### src/rtl/regfile_scoreboard.sv
// regfile_scoreboard: parametrised register file with two combinational read
// ports, one synchronous write port and a per-register busy scoreboard.
// Issue logic reserves a destination register; the later write-back to that
// register releases it. Optional register 0 hardwired to zero (ZERO_REG).
// Optional feature macro: RF_BYPASS_EN enables write-through forwarding of
// the write-back port onto the read ports in the same cycle.
module regfile_scoreboard #(
  parameter int DATA_W   = 8,
  parameter int ADDR_W   = 3,
  parameter int ZERO_REG = 1
) (
  input  logic                  clk,
  input  logic                  rst,
  input  logic                  we3,
  input  logic [ADDR_W-1:0]     wa3,
  input  logic [DATA_W-1:0]     wd3,
  input  logic [ADDR_W-1:0]     ra1,
  input  logic [ADDR_W-1:0]     ra2,
  output logic [DATA_W-1:0]     rd1,
  output logic [DATA_W-1:0]     rd2,
  output logic                  busy1,
  output logic                  busy2,
  input  logic                  rsv_valid,
  input  logic [ADDR_W-1:0]     rsv_addr,
  output logic                  rsv_ready,
  output logic [ADDR_W:0]       pending,
  output logic [(1<<ADDR_W)-1:0] busy_vec
);

  localparam int NREGS = 1 << ADDR_W;

  logic [DATA_W-1:0] regs [NREGS];
  logic [NREGS-1:0]  busy;
  logic              wr_zero;
  logic              rsv_zero;
  logic              wr_en;
  logic              rsv_acc;

  // Accesses to register 0 are swallowed when it is the hardwired zero register.
  assign wr_zero  = (ZERO_REG != 0) && (wa3 == '0);
  assign rsv_zero = (ZERO_REG != 0) && (rsv_addr == '0);
  assign wr_en    = we3 && !wr_zero;

  // A reservation can go ahead if the register is free or is being released
  // by write-back this very cycle; it never looks at rsv_valid.
  assign rsv_ready = rsv_zero || !busy[rsv_addr] || (we3 && (wa3 == rsv_addr));
  assign rsv_acc   = rsv_valid && rsv_ready && !rsv_zero;

  assign busy_vec = busy;

  // Register array: synchronous clear, then write-back of wd3 into wa3.
  always_ff @(posedge clk) begin
    if (!rst) begin
      for (int i = 0; i < NREGS; i++) begin
        regs[i] <= '0;
      end
    end else if (wr_en) begin
      regs[wa3] <= wd3;
    end
  end

  // Scoreboard: write-back releases, reservation sets; the later assignment
  // lets a new producer win over a same-cycle release of the same register.
  always_ff @(posedge clk) begin
    if (!rst) begin
      busy <= '0;
    end else begin
      if (wr_en) begin
        busy[wa3] <= 1'b0;
      end
      if (rsv_acc) begin
        busy[rsv_addr] <= 1'b1;
      end
    end
  end

  // Pending count is the population count of the scoreboard, so it can never
  // drift from busy_vec, exceed NREGS or wrap.
  always_comb begin
    pending = '0;
    for (int i = 0; i < NREGS; i++) begin
      pending = pending + (ADDR_W+1)'(busy[i]);
    end
  end

  // Read port 1: registered state, optionally overridden by the write-back.
  always_comb begin
    rd1   = ((ZERO_REG != 0) && (ra1 == '0)) ? '0 : regs[ra1];
    busy1 = busy[ra1];
`ifdef RF_BYPASS_EN
    if (wr_en && (wa3 == ra1)) begin
      rd1   = wd3;
      busy1 = rsv_acc && (rsv_addr == ra1);
    end
`endif
  end

  // Read port 2: same structure as port 1.
  always_comb begin
    rd2   = ((ZERO_REG != 0) && (ra2 == '0)) ? '0 : regs[ra2];
    busy2 = busy[ra2];
`ifdef RF_BYPASS_EN
    if (wr_en && (wa3 == ra2)) begin
      rd2   = wd3;
      busy2 = rsv_acc && (rsv_addr == ra2);
    end
`endif
  end

endmodule

### config.mk
export PLATFORM = sky130hd
export DESIGN_NAME = regfile_scoreboard
export DESIGN_NICKNAME = d
export VERILOG_FILES = /design/src/rtl/regfile_scoreboard.sv
export SDC_FILE = /design/constraint.sdc
export NUM_CORES = 1
export LEC_CHECK = 0
export BUFFER_PORTS_ARGS = -buffer_cell sky130_fd_sc_hd__buf_4
export CAP_MARGIN = 20
export CELL_PAD_IN_SITES_DETAIL_PLACEMENT = 1
export CELL_PAD_IN_SITES_GLOBAL_PLACEMENT = 1
export CORE_ASPECT_RATIO = 0.75
export CORE_UTILIZATION = 47
export CTS_CLUSTER_DIAMETER = 150
export CTS_CLUSTER_SIZE = 28
export DETAILED_ROUTE_END_ITERATION = 10
export PLACE_DENSITY_LB_ADDON = 0.12
export SYNTH_ARGS = -nofsm -noshare
export SYNTH_HDL_FRONTEND = slang
export SYNTH_SLANG_ARGS = --single-unit
### constraint.sdc
create_clock -name clk -period 3.89 [get_ports clk]
set_input_delay 0.778 -clock clk [delete_from_list [all_inputs] [get_ports clk]]
set_output_delay 0.778 -clock clk [all_outputs]
set_load 0.03 [all_outputs]
# [Word-level counts from Yosys, hierarchy flattened]
# Memories as Yosys holds them, arrays and structs flattened.
# Cells that the tools add are included.
[totals] elab_cells=57 output_inout_bits=31 mem_bits_rw=64 n_memories=1 reg_bits=8 inputBits=24
[mem_list] name="regs" words=8 width=8 rd=2 rd_ports_with_merged_regs=0 write_ports=8 line_no="32" text="logic [DATA_W-1:0] regs [NREGS];"
[op_classes] magnitude_cmp=6 muxes=22 n_addsub=7 bitwise_logic=3 eq_ne=1 reduce_logical=16
[op_table] operator="$mux W8" n=6
[op_table] operator="$add A4 B1 Y4" n=4
[op_table] operator="$lt A3 B4 Y1 const B" n=4
[op_table] operator="$logic_not A3 Y1" n=4
[op_table] operator="$mux W1" n=10
[op_table] operator="$bmux W1 S3" n=3
[op_table] operator="$and A8 B8 Y8" n=1
[op_table] operator="$not A8 Y8" n=1
[op_table] operator="$or A8 B8 Y8" n=1
[op_table] operator="$reduce_or A8 Y1" n=1
[op_table] operator="$demux W1 S3" n=2
[op_table] operator="$ge A3 B1 Y1 const B" n=2
[op_table] operator="$logic_and A1 B1 Y1" n=6
[op_table] operator="$add A3 B1 Y4" n=1
[op_table] operator="$add A2 B1 Y3" n=1
[op_table] operator="$eq A3 B3 Y1" n=1
[op_table] operator="$logic_not A1 Y1" n=3
[op_table] operator="$mux W3" n=1
[op_table] operator="$add A1 B1 Y2" n=1
[op_table] operator="$logic_or A1 B1 Y1" n=2

# [Logic depth before layout (Yosys ltp)]
[logic_depth] word_depth=10 ltp_mapped=9 ltp_nobuf=9

# [Worst setup path after synthesis]
# OpenSTA, ideal clock, no wires.
[synth_timing] kind="register -> output" startpoint="register busy[0] (netlist: busy_vec[0])" endpoint="output port pending[2]" t_arrival_ps=3205 stages_incl_launch_ff=10 path_buffers=0 path_slack_ps=-93 required_time_ps=3112 path_cell_list="dfxtp_1 > inv_1 > fa_1 > fa_1 > fa_1 > inv_1 > ha_1 > inv_1 > fa_1 > xnor2_1"
[synth_via] elab_chain_len=7
[synth_lines] element="start, declared" line_no="33" text="logic [NREGS-1:0] busy;"
[synth_lines] element="start signal, assigned" line_no="66" text="busy <= '0;"
[synth_lines] element="start signal, assigned by index" line_no="69" text="busy[wa3] <= 1'b0;"
[synth_lines] element="start signal, assigned by index" line_no="72" text="busy[rsv_addr] <= 1'b1;"
[synth_lines] element="$add A1 B1 Y2" line_no="82" text="pending = pending + (ADDR_W+1)'(busy[i]);"
[synth_lines] element="$add A2 B1 Y3" line_no="82"
[synth_lines] element="$add A3 B1 Y4" line_no="82"
[synth_lines] element="$add A4 B1 Y4 (4 in a row)" line_no="82"
[synth_lines] element="end, declared" line_no="26" text="output logic [ADDR_W:0] pending,"
# Every way passes these cells.

# [Worst setup path in the final report]
[layout_timing] startpoint="register busy[1] (netlist: busy_vec[1])" endpoint="output port pending[2]"
# Same word-level chain as after synthesis.

==> out/results.ini <==
[drt]
wl_mm=12.17
vias=3202
vias_per_cell=5.985
ant_nets=0
drt-wirelength-per-cell_um=22.74
drc=3
drt_iter0_drc=275
dr.pass1.iters=7

[critical_path]
end_kind=output port
r2r_cells=4
path_class=reg -> out
required_ns=3.11
r2r_end=busy_vec[1]
crit_chain=inv_4, fa_1, fa_1, fa_1, inv_1, ha_2, inv_2, fa_2, xnor2_2, buf_6
arrival_ns=3.15
cpMostUsedCell=fa_1
critPathMaxStageDelay_ns=0.57
r2r_start=busy_vec[2]
crit_path_start_kind=register
worst_path_dominant_cell_family=adder cells
critical_path_buf_inv_count=4
reg2reg_setup_slack_ns=2.56
path_max_fanout=2
worst_path_max_delay_cell=fa_1
cp.depth=10

[pwr]
p_sw_frac=0.2414
clockPowerShare=0.442
combinationalPowerShare=0.156
netSwitchingPower_w=0.0005544
leakage_nw=2.050
power_density_nw_per_um2=445.0
p_int_w=0.001742
p_seq_frac=0.402
total_power_w=0.002297
ir_drop_uv=338.7

[timing]
hold_viol_final=0
period_needed_ns=3.932
setup_viol=2
finalCritPeriodShare=1.011
worst_slew_pin_slew_ns=0.8036
timing.fmax_mhz=254.3
relSlewSlack=0.4623
worst_slack_ns=-0.04212
rsz0062_at_grt=yes
drv_slew=0
clock_skew_ns=0.0004431

[cts]
worst_skew_pair.late_latency_ns=0.33
cts_max_level=3
numCtsBuffers=9
clock_path_buffers=2
cts_hold_buf=0
cts_tree=built
clkTransAtPathRegs_ns=0.06
cts.sinks=72
clock-root-buffer=clkbuf_16

[final_layout]
finalInstanceArea_sq_um=5161
antennaDiodeCount=0
layout.nets=453
finalNonFillerCells=535
drive_above_1_share=0.2904
final_util=0.6002
area_delta_synth_final_pct=21.32

[synth]
synth-edff-count=64
syn_inst=356
synth-seq-cells=72
syn_avg_cell_area_sq_um=11.95
synth_area_sq_um=4254
synth_top_flop_cell=edfxtp_1
yosys_warnings=0
ys_seq_area_frac=0.4894
synth.distinct_cells=51
synthArstFlopShare=0

[placed_design]
gp_congestion=0.8537
place_area_sq_um=4733
placed_cells=514
io_buffers=54
place_ws_ns=0.1848
dp.final_hpwl_mm=8.287

[grt]
grt_pass1_vias=3228
grt_pass1_wl_mm=18.90
grt_antenna_before_repair=0
grt-ovfl-total=0
grt_usage=0.2776
grt_max_degree=32

[run_status]
violations=DRC, setup timing
outcome=complete, but fails checks

[floorplan]
die_h_um=84.39
die_w_um=111.9
initial_utilization=0.4947
ios=55
num_rows=29
die_area_sq_um=9439
core-area_sq_um=8600

[run]
drv_cap=0

[worst_hold_path]
worstHoldPathCells=2
worst_hold_path.endpoint=busy_vec[0]
hold_start=busy_vec[0]
hold_path_class=reg -> reg

==> cell usage in the layout (no fill, tap or decap), types with 3 or more instances in the layout <==
cell type,n
a22oi_1,8
bufinv_16,4
xor2_1,3
o22ai_1,3
dfxtp_1,6
fa_1,3
nor2_2,3
a221o_1,7
a221oi_1,6
mux2i_1,23
o21ai_0,25
edfxtp_1,64
clkbuf_16,9
nand2_1,15
and2_1,57
o21ai_1,5
mux2_2,8
inv_2,4
inv_1,13
nor2b_1,6
nand3_1,3
buf_4,66
nand2b_1,3
conb_1,8
a21oi_1,5
mux4_2,12
and2b_1,6
nor2_1,17
==> area by class of cell <==
type,count,area (sq um)
Clock buffer,10,239.0
Tap cell,108,135.1
Fill cell,899,3438
Inverter,18,70.07
Sequential cell,72,2085
Multi-Input combinational cell,253,1984
Timing Repair Buffer,68,518.0
Clock inverter,6,130.1
==> timing repair <==
action	CTS	global route
gates resized for setup	12	1
buffers inserted	3	2
endpoints found under the setup margin	2	2
endpoints found under the hold margin	0	0
pin swaps	1	1
==> synthesized netlist by cell type, types with 2 or more instances <==
library cell | number | share of area
clkbuf_1 | 3 | 0.0026
nor2_2 | 3 | 0.0044
o22ai_1 | 3 | 0.0044
ha_1 | 3 | 0.0088
a221o_1 | 7 | 0.016
o21ai_1 | 5 | 0.0059
buf_4 | 2 | 0.0035
xor2_1 | 3 | 0.0062
buf_12 | 3 | 0.014
and2b_1 | 6 | 0.011
and2_1 | 57 | 0.084
mux2i_1 | 23 | 0.054
nor2b_1 | 6 | 0.0088
a211oi_1 | 2 | 0.0035
mux2_2 | 8 | 0.021
nand2_1 | 15 | 0.013
o21ai_0 | 25 | 0.029
buf_1 | 2 | 0.0018
nor2_1 | 17 | 0.015
buf_6 | 3 | 0.0079
nand2b_1 | 3 | 0.0044
buf_2 | 7 | 0.0082
mux4_2 | 12 | 0.064
nand3_1 | 3 | 0.0035
inv_1 | 18 | 0.016
edfxtp_1 | 64 | 0.45
a21oi_1 | 6 | 0.0071
a221oi_1 | 6 | 0.012
fa_1 | 4 | 0.019
a22oi_1 | 8 | 0.014
o211ai_1 | 2 | 0.0035
dfxtp_1 | 8 | 0.038
==> worst max path at each step <==
| stage | from | to |
|---|---|---|
| floorplan | busy_vec[0] | pending[2] |
| global placement | busy_vec[0] | pending[2] |
| CTS | busy_vec[1] | pending[1] |
| detailed placement | busy_vec[0] | pending[2] |
| global route | busy_vec[1] | pending[1] |
| finish | busy_vec[1] | pending[2] |
==> kinds of logic after synthesis <==
kind of cell | synth area share
compound gates | 0.1118
xor+xnor | 0.008237
fa+ha+maj | 0.02765
buf+inv | 0.05412
flops | 0.4894
mux | 0.1450
other cells | 0.0008815
simple gates | 0.1629
==> per-layer routing <==
layer  global-route usage  part of all wire
met1               0.3849              0.44
met5                    0                 0
met2               0.4540              0.47
met3              0.05415             0.076
met4              0.06388             0.011
==> state kept, by name, summed over array words and instances (netlist names) <==
register and cells:
regs 64, busy_vec 8
==> tightest hold or removal path: stages, from the launching register on <==
cell,delay [ns]
dfxtp_2,0.33
inv_2,0.08
nor2_1,0.05
==> power by group through the flow <==
stage          clock network [W]  registers (W)  logic, W
4_1_cts                  0.00102       0.000921  0.000359
5_1_grt                  0.00105       0.000927  0.000384
6_report                 0.00102       0.000922  0.000359
2_1_floorplan                  0       0.000930  0.000229
3_5_place_dp                   0       0.000936  0.000353
3_3_place_gp                   0       0.000932  0.000348
==> per-stage QoR <==
step                      setup TNS, ns  hold slack [ns]
after floorplan                       0           0.6395
after global placement                0           0.5330
after detailed placement              0           0.5620
after CTS                      -0.03908           0.5051
after global routing            -0.2676           0.5233
final                          -0.07656           0.5014
Power figures use the tool's default switching activity.
